[src/rtl/alu_wb_pkg.sv]
// Purpose: shared types and constants for the ALU writeback stage.
// Latency: n/a (declarations only).
// Backpressure: n/a.
package alu_wb_pkg;

   localparam int VEC_W     = 512;
   localparam int LANES     = 16;
   localparam int REG_IDX_W = 2;
   localparam logic [1:0] CC_OVF = 2'b11;

   typedef enum logic [1:0] {
      IDLE  = 2'd0,
      WR_LO = 2'd1,
      WR_HI = 2'd2
   } wb_state_t;

endpackage

[src/rtl/lane_ovf_reduce.sv]
// Purpose: OR-reduce per-lane condition codes into one "any lane overflowed" bit.
// Latency: combinational.
// Backpressure: none.
// Ports: cc (2 bits per lane) in, any_ovf out.
module lane_ovf_reduce
   import alu_wb_pkg::*;
(
   input  logic [2*LANES-1:0] cc,
   output logic               any_ovf
);

   always_comb begin
      any_ovf = 1'b0;
      for (int i = 0; i < LANES; i++) begin
         if (cc[2*i +: 2] == CC_OVF) begin
            any_ovf = 1'b1;
         end
      end
   end

endmodule

[src/rtl/alu_writeback.sv]
// Purpose: capture a 1024-bit ALU result and write it to the vector register file
//          as one (low) or two (low then high) 512-bit writes; track cc flags and op count.
// Latency: capture at edge N, low write presented from N+1, high write from N+2 (no stall).
// Backpressure: in_ready only in IDLE; wr_stall freezes the current write in place.
// Ports: in_valid/in_ready/result/cc/rd_lo/rd_hi/wr_hi (ALU side),
//        wr_stall/wr_en/wr_addr/wr_data (register file side),
//        cc_q/ovf_sticky/clr_ovf/done/op_count (status).
module alu_writeback
   import alu_wb_pkg::*;
(
   input  logic                 clk,
   input  logic                 rst,
   input  logic                 in_valid,
   output logic                 in_ready,
   input  logic [2*VEC_W-1:0]   result,
   input  logic [2*LANES-1:0]   cc,
   input  logic [REG_IDX_W-1:0] rd_lo,
   input  logic [REG_IDX_W-1:0] rd_hi,
   input  logic                 wr_hi,
   input  logic                 wr_stall,
   output logic                 wr_en,
   output logic [REG_IDX_W-1:0] wr_addr,
   output logic [VEC_W-1:0]     wr_data,
   output logic [2*LANES-1:0]   cc_q,
   output logic                 ovf_sticky,
   input  logic                 clr_ovf,
   output logic                 done,
   output logic [15:0]          op_count
);

   wb_state_t              state_q, state_d;
   logic [2*VEC_W-1:0]     result_q;
   logic [REG_IDX_W-1:0]   rd_lo_q, rd_hi_q;
   logic                   wr_hi_q;
   logic                   capture;
   logic                   last_commit;
   logic                   any_ovf;

   assign capture = in_valid && in_ready;

   lane_ovf_reduce u_ovf (
      .cc      (cc),
      .any_ovf (any_ovf)
   );

   // Write outputs are decoded from the state and captured registers only, so a
   // stall holds them naturally by holding the state.
   always_comb begin
      state_d     = state_q;
      in_ready    = 1'b0;
      wr_en       = 1'b0;
      wr_addr     = '0;
      wr_data     = '0;
      last_commit = 1'b0;
      case (state_q)
         IDLE: begin
            in_ready = 1'b1;
            if (in_valid) begin
               state_d = WR_LO;
            end
         end
         WR_LO: begin
            wr_en   = 1'b1;
            wr_addr = rd_lo_q;
            wr_data = result_q[VEC_W-1:0];
            if (!wr_stall) begin
               if (wr_hi_q) begin
                  state_d = WR_HI;
               end else begin
                  state_d     = IDLE;
                  last_commit = 1'b1;
               end
            end
         end
         WR_HI: begin
            wr_en   = 1'b1;
            wr_addr = rd_hi_q;
            wr_data = result_q[2*VEC_W-1:VEC_W];
            if (!wr_stall) begin
               state_d     = IDLE;
               last_commit = 1'b1;
            end
         end
         default: begin
            state_d = IDLE;
         end
      endcase
   end

   always_ff @(posedge clk or posedge rst) begin
      if (rst) begin
         state_q    <= IDLE;
         result_q   <= '0;
         rd_lo_q    <= '0;
         rd_hi_q    <= '0;
         wr_hi_q    <= 1'b0;
         cc_q       <= '0;
         ovf_sticky <= 1'b0;
         done       <= 1'b0;
         op_count   <= '0;
      end else begin
         state_q <= state_d;
         done    <= last_commit;
         if (capture) begin
            result_q <= result;
            rd_lo_q  <= rd_lo;
            rd_hi_q  <= rd_hi;
            wr_hi_q  <= wr_hi;
            cc_q     <= cc;
         end
         // A capture that reports overflow beats a simultaneous clear.
         if (capture && any_ovf) begin
            ovf_sticky <= 1'b1;
         end else if (clr_ovf) begin
            ovf_sticky <= 1'b0;
         end
         if (last_commit && (op_count != 16'hFFFF)) begin
            op_count <= op_count + 16'd1;
         end
      end
   end

endmodule

[config.mk]
export PLATFORM = sky130hd
export DESIGN_NAME = alu_writeback
export DESIGN_NICKNAME = d
export VERILOG_FILES = /design/src/rtl/alu_wb_pkg.sv /design/src/rtl/lane_ovf_reduce.sv /design/src/rtl/alu_writeback.sv
export SDC_FILE = /design/constraint.sdc
export NUM_CORES = 2
export LEC_CHECK = 0
export ABC_AREA = 1
export BUFFER_PORTS_ARGS = -buffer_cell sky130_fd_sc_hd__buf_2
export CORE_AREA = 2 2 641 643
export CTS_CLUSTER_DIAMETER = 80
export CTS_CLUSTER_SIZE = 16
export DETAILED_ROUTE_END_ITERATION = 16
export DIE_AREA = 0 0 643 645
export GPL_TIMING_DRIVEN = 0
export PLACE_DENSITY = 0.34
export SLEW_MARGIN = 20
export SYNTH_ARGS = -nofsm -noshare
export SYNTH_HDL_FRONTEND = slang
export SYNTH_SLANG_ARGS = --single-unit
[constraint.sdc]
create_clock -name clk -period 30.6 [get_ports clk]
set_clock_uncertainty 0.2 [all_clocks]
set_input_delay 0 -clock clk [delete_from_list [all_inputs] [get_ports clk]]
set_output_delay 0 -clock clk [all_outputs]
set_load 0.02 [all_outputs]
==> out/metrics.cfg <==
[routing]
ant_nets=0
vias_per_cell=3.67
drt_iter0_markers=4269
drt-total-wl_mm=385
drc=0
drt-pass1-iter-count=6
dr_total_vias=58363
wl_per_cell_um=24.2

[synthesis]
synthTopCellsByCount=nand2_1, dfrtp_1, a21oi_1, clkbuf_1, buf_2
syn_area_um2=48000
synth_seq_cells=1081
synth_ff_type=dfrtp_1
synth_edf_count=0
yosysTopAreaCell=dfrtp_1
synth_nets=7456
syn_area_per_cell_um2=7.52
yosysMostFrequentCell=nand2_1
async_reset_ff_frac=1.00
synth_cell_types=26
yosysWarnings=0
syn_inst=6386
seq_area_frac_synth=0.563
yosysTopAreaCellShare=0.563
synthTopCellsByArea=dfrtp_1, nand2_1, a21oi_1

[worst_setup_path]
start_kind=flip-flop
crit_path_end_kind=output pin
cp_num_buf_inv=5
cp_max_fo=10
crit_family=buffers and inverters
critPathMostFrequentCell=buf_2
cp_data_required_time_ns=30.40
cpPeakStageDelay_ns=0.70
path_cells=inv_1 -> ha_1 -> buf_2 -> buf_2 -> clkbuf_1 -> nand2_1 -> a21oi_1 -> buf_2
crit_arrival_ns=4.91
crit_type=flip-flop to output pin
slowest_stage=clkbuf_1

[sta]
max_freq_mhz=196
min_period_ns=5.11
hold_slack_ns=0.115
fin_setup_tns_ns=0
rsz0062_at_grt=no
hold_viol=0
setup_viol=0
finalCritPeriodShare=0.167
slew_headroom=0.220
slew_violations=0
tightestPinTransition_ns=1.17

[floorplan]
pin_count=1632
die-width_um=643
dieArea_um2=415000
core_area_um2=408000
placementRows=235
start_util=0.118
die_height_um=645

[global_routing]
grt_max_degree=31
grtUsageTotal=0.180
grt_first_pass_wirelength_mm=515
grt_overflow_total=0
antenna_found_initial=93
grt_pass1_vias=59672

[clocking]
cts_tree=done
post-cts-setup-buffers=0
numCtsBuffers=112
clk_pin_slew_ns=0.08
clockBufferDepth=4
root_buffer=clkbuf_16
htree_levels=3
clock-sinks=1081
clk_latency_ns=0.84

[hold_path]
hold_class=input port to asynchronous set/reset pin

[layout]
layout.nets=11389
layout-drive-gt1-share=0.201
area_delta_synth_final_pct=86.4
filler_cell_count=46289

[power_and_ir_drop]
p_per_area_nw_per_um2=89.1
p_leak_nw=44.0
ir_drop_uv=47.3

[status]
outcome=completed

[placed_design]
gp_congestion=0.910
dp_hpwl_mm=317
portBuffers=1631

[run]
cap_violations=0

worst min-delay path: stages:
cell and delay [ns]:
dlygate4sd3_1 0.53, buf_2 0.11, dlygate4sd3_1 0.58, clkinvlp_4 0.35
per-layer routing:
layer,GRT usage,part of all wire,vias to the layer above
met2,0.299,0.47,1880
met4,0.0759,0.048,32
met5,0,0.00051,-
met3,0.0353,0.058,502
met1,0.225,0.42,28420
li1,-,-,27529
layout make-up:
| class | count | area (um^2) | area share |
|---|---|---|---|
| Clock inverter | 65 | 764 | 0.00854 |
| Tap cell | 5451 | 6820 | 0.0762 |
| Clock buffer | 126 | 2990 | 0.0334 |
| Sequential cell | 1081 | 27100 | 0.302 |
| Buffer | 406 | 1790 | 0.0200 |
| Multi-Input combinational cell | 4880 | 19100 | 0.214 |
| Timing Repair Buffer | 3819 | 30700 | 0.343 |
| Antenna cell | 74 | 185 | 0.00207 |
| Inverter | 19 | 77.6 | 0.000867 |
registers in the layout, summed over array words and instances, names as in the netlist:
name        count
rd_lo_q         2
op_count       16
result_q     1024
cc_q           32
state_q         2
rd_hi_q         2
done            1
ovf_sticky      1
wr_hi_q         1
power by group:
part           total, mW  switching [mW]  internal [mW]
logic               3.95            2.86           1.09
clock network       1.50           0.731          0.771
registers           2.52           0.418           2.11
total               7.97            4.01           3.96
repair_timing:
action / 4_1_cts / 5_1_grt
hold buffers: 2133 / 0
endpoints found under the hold margin: 1497 / 0
resized for setup: 0 / 0
cell families (layout without fill, tap and decap cells):
kind of cell	after synthesis	count (layout)	synth area share
AND/OR/NAND/NOR	4347	4347	0.341
flip-flops	1081	1081	0.563
AO/OA/AOI/OAI	522	522	0.0547
buffers and inverters	425	4435	0.0382
XOR/XNOR	7	7	0.00128
adder cells (fa/ha/maj)	4	4	0.00104
other	0	74	0
final timing paths:
check | from | endpoint | slack (ns) | depth (start not counted)
min in group clk | wr_stall | done$_DFF_PP0_ | 0.14 | 5
setup / recovery | state_q[0]$_DFFE_PP0P_ | wr_data[209] | 25.49 | 8
max in group asynchronous | rst | result_q[280]$_DFFE_PP0P_ | 27.05 | 16
setup reg to reg | state_q[0]$_DFFE_PP0P_ | ovf_sticky$_DFFE_PP0P_ | 26.33 | 9
hold reg to reg | result_q[12]$_DFFE_PP0P_ | result_q[12]$_DFFE_PP0P_ | 0.28 | 2
hold / removal | rst | result_q[157]$_DFFE_PP0P_ | 0.11 | 4
stage by stage:
stage / utilization / std cells / setup WS (ns) / total power [mW] / cell area, um^2
2_1_floorplan: - / 6386 / 15.49 / 4.32 / 48000
4_1_cts: 0.219 / 15847 / 24.72 / 8.13 / 89300
3_3_place_gp: 0.154 / 13468 / 4.91 / 6.33 / 63000
6_report: 0.219 / 15921 / 25.49 / 7.97 / 89500
3_5_place_dp: 0.157 / 13523 / 25.70 / 6.33 / 64200
5_1_grt: 0.219 / 15892 / 24.91 / 8.52 / 89400
placed cells by master (no fill, tap or decap), types with 2 or more instances in the layout:
master,netlist,layout
clkbuf_16,0,113
xnor2_1,6,6
inv_6,0,15
buf_12,0,44
clkinv_2,0,13
a21oi_1,514,514
clkinv_4,0,4
nand3_1,9,9
buf_1,27,27
diode_2,0,74
ha_1,4,4
clkinv_8,0,13
bufinv_16,0,6
nand2_1,4302,4302
inv_8,0,5
nand4_1,10,10
nor2_1,17,17
buf_2,177,1808
clkbuf_2,0,22
clkinvlp_4,0,8
inv_2,2,2
dlygate4sd3_1,0,2133
buf_16,0,11
clkbuf_1,200,179
inv_1,15,14
dfrtp_1,1081,1081
clkbuf_8,0,11
buf_6,2,2
inv_12,0,2
o21ai_0,6,6
nand2_2,4,4
Power figures use the tool's default switching activity.
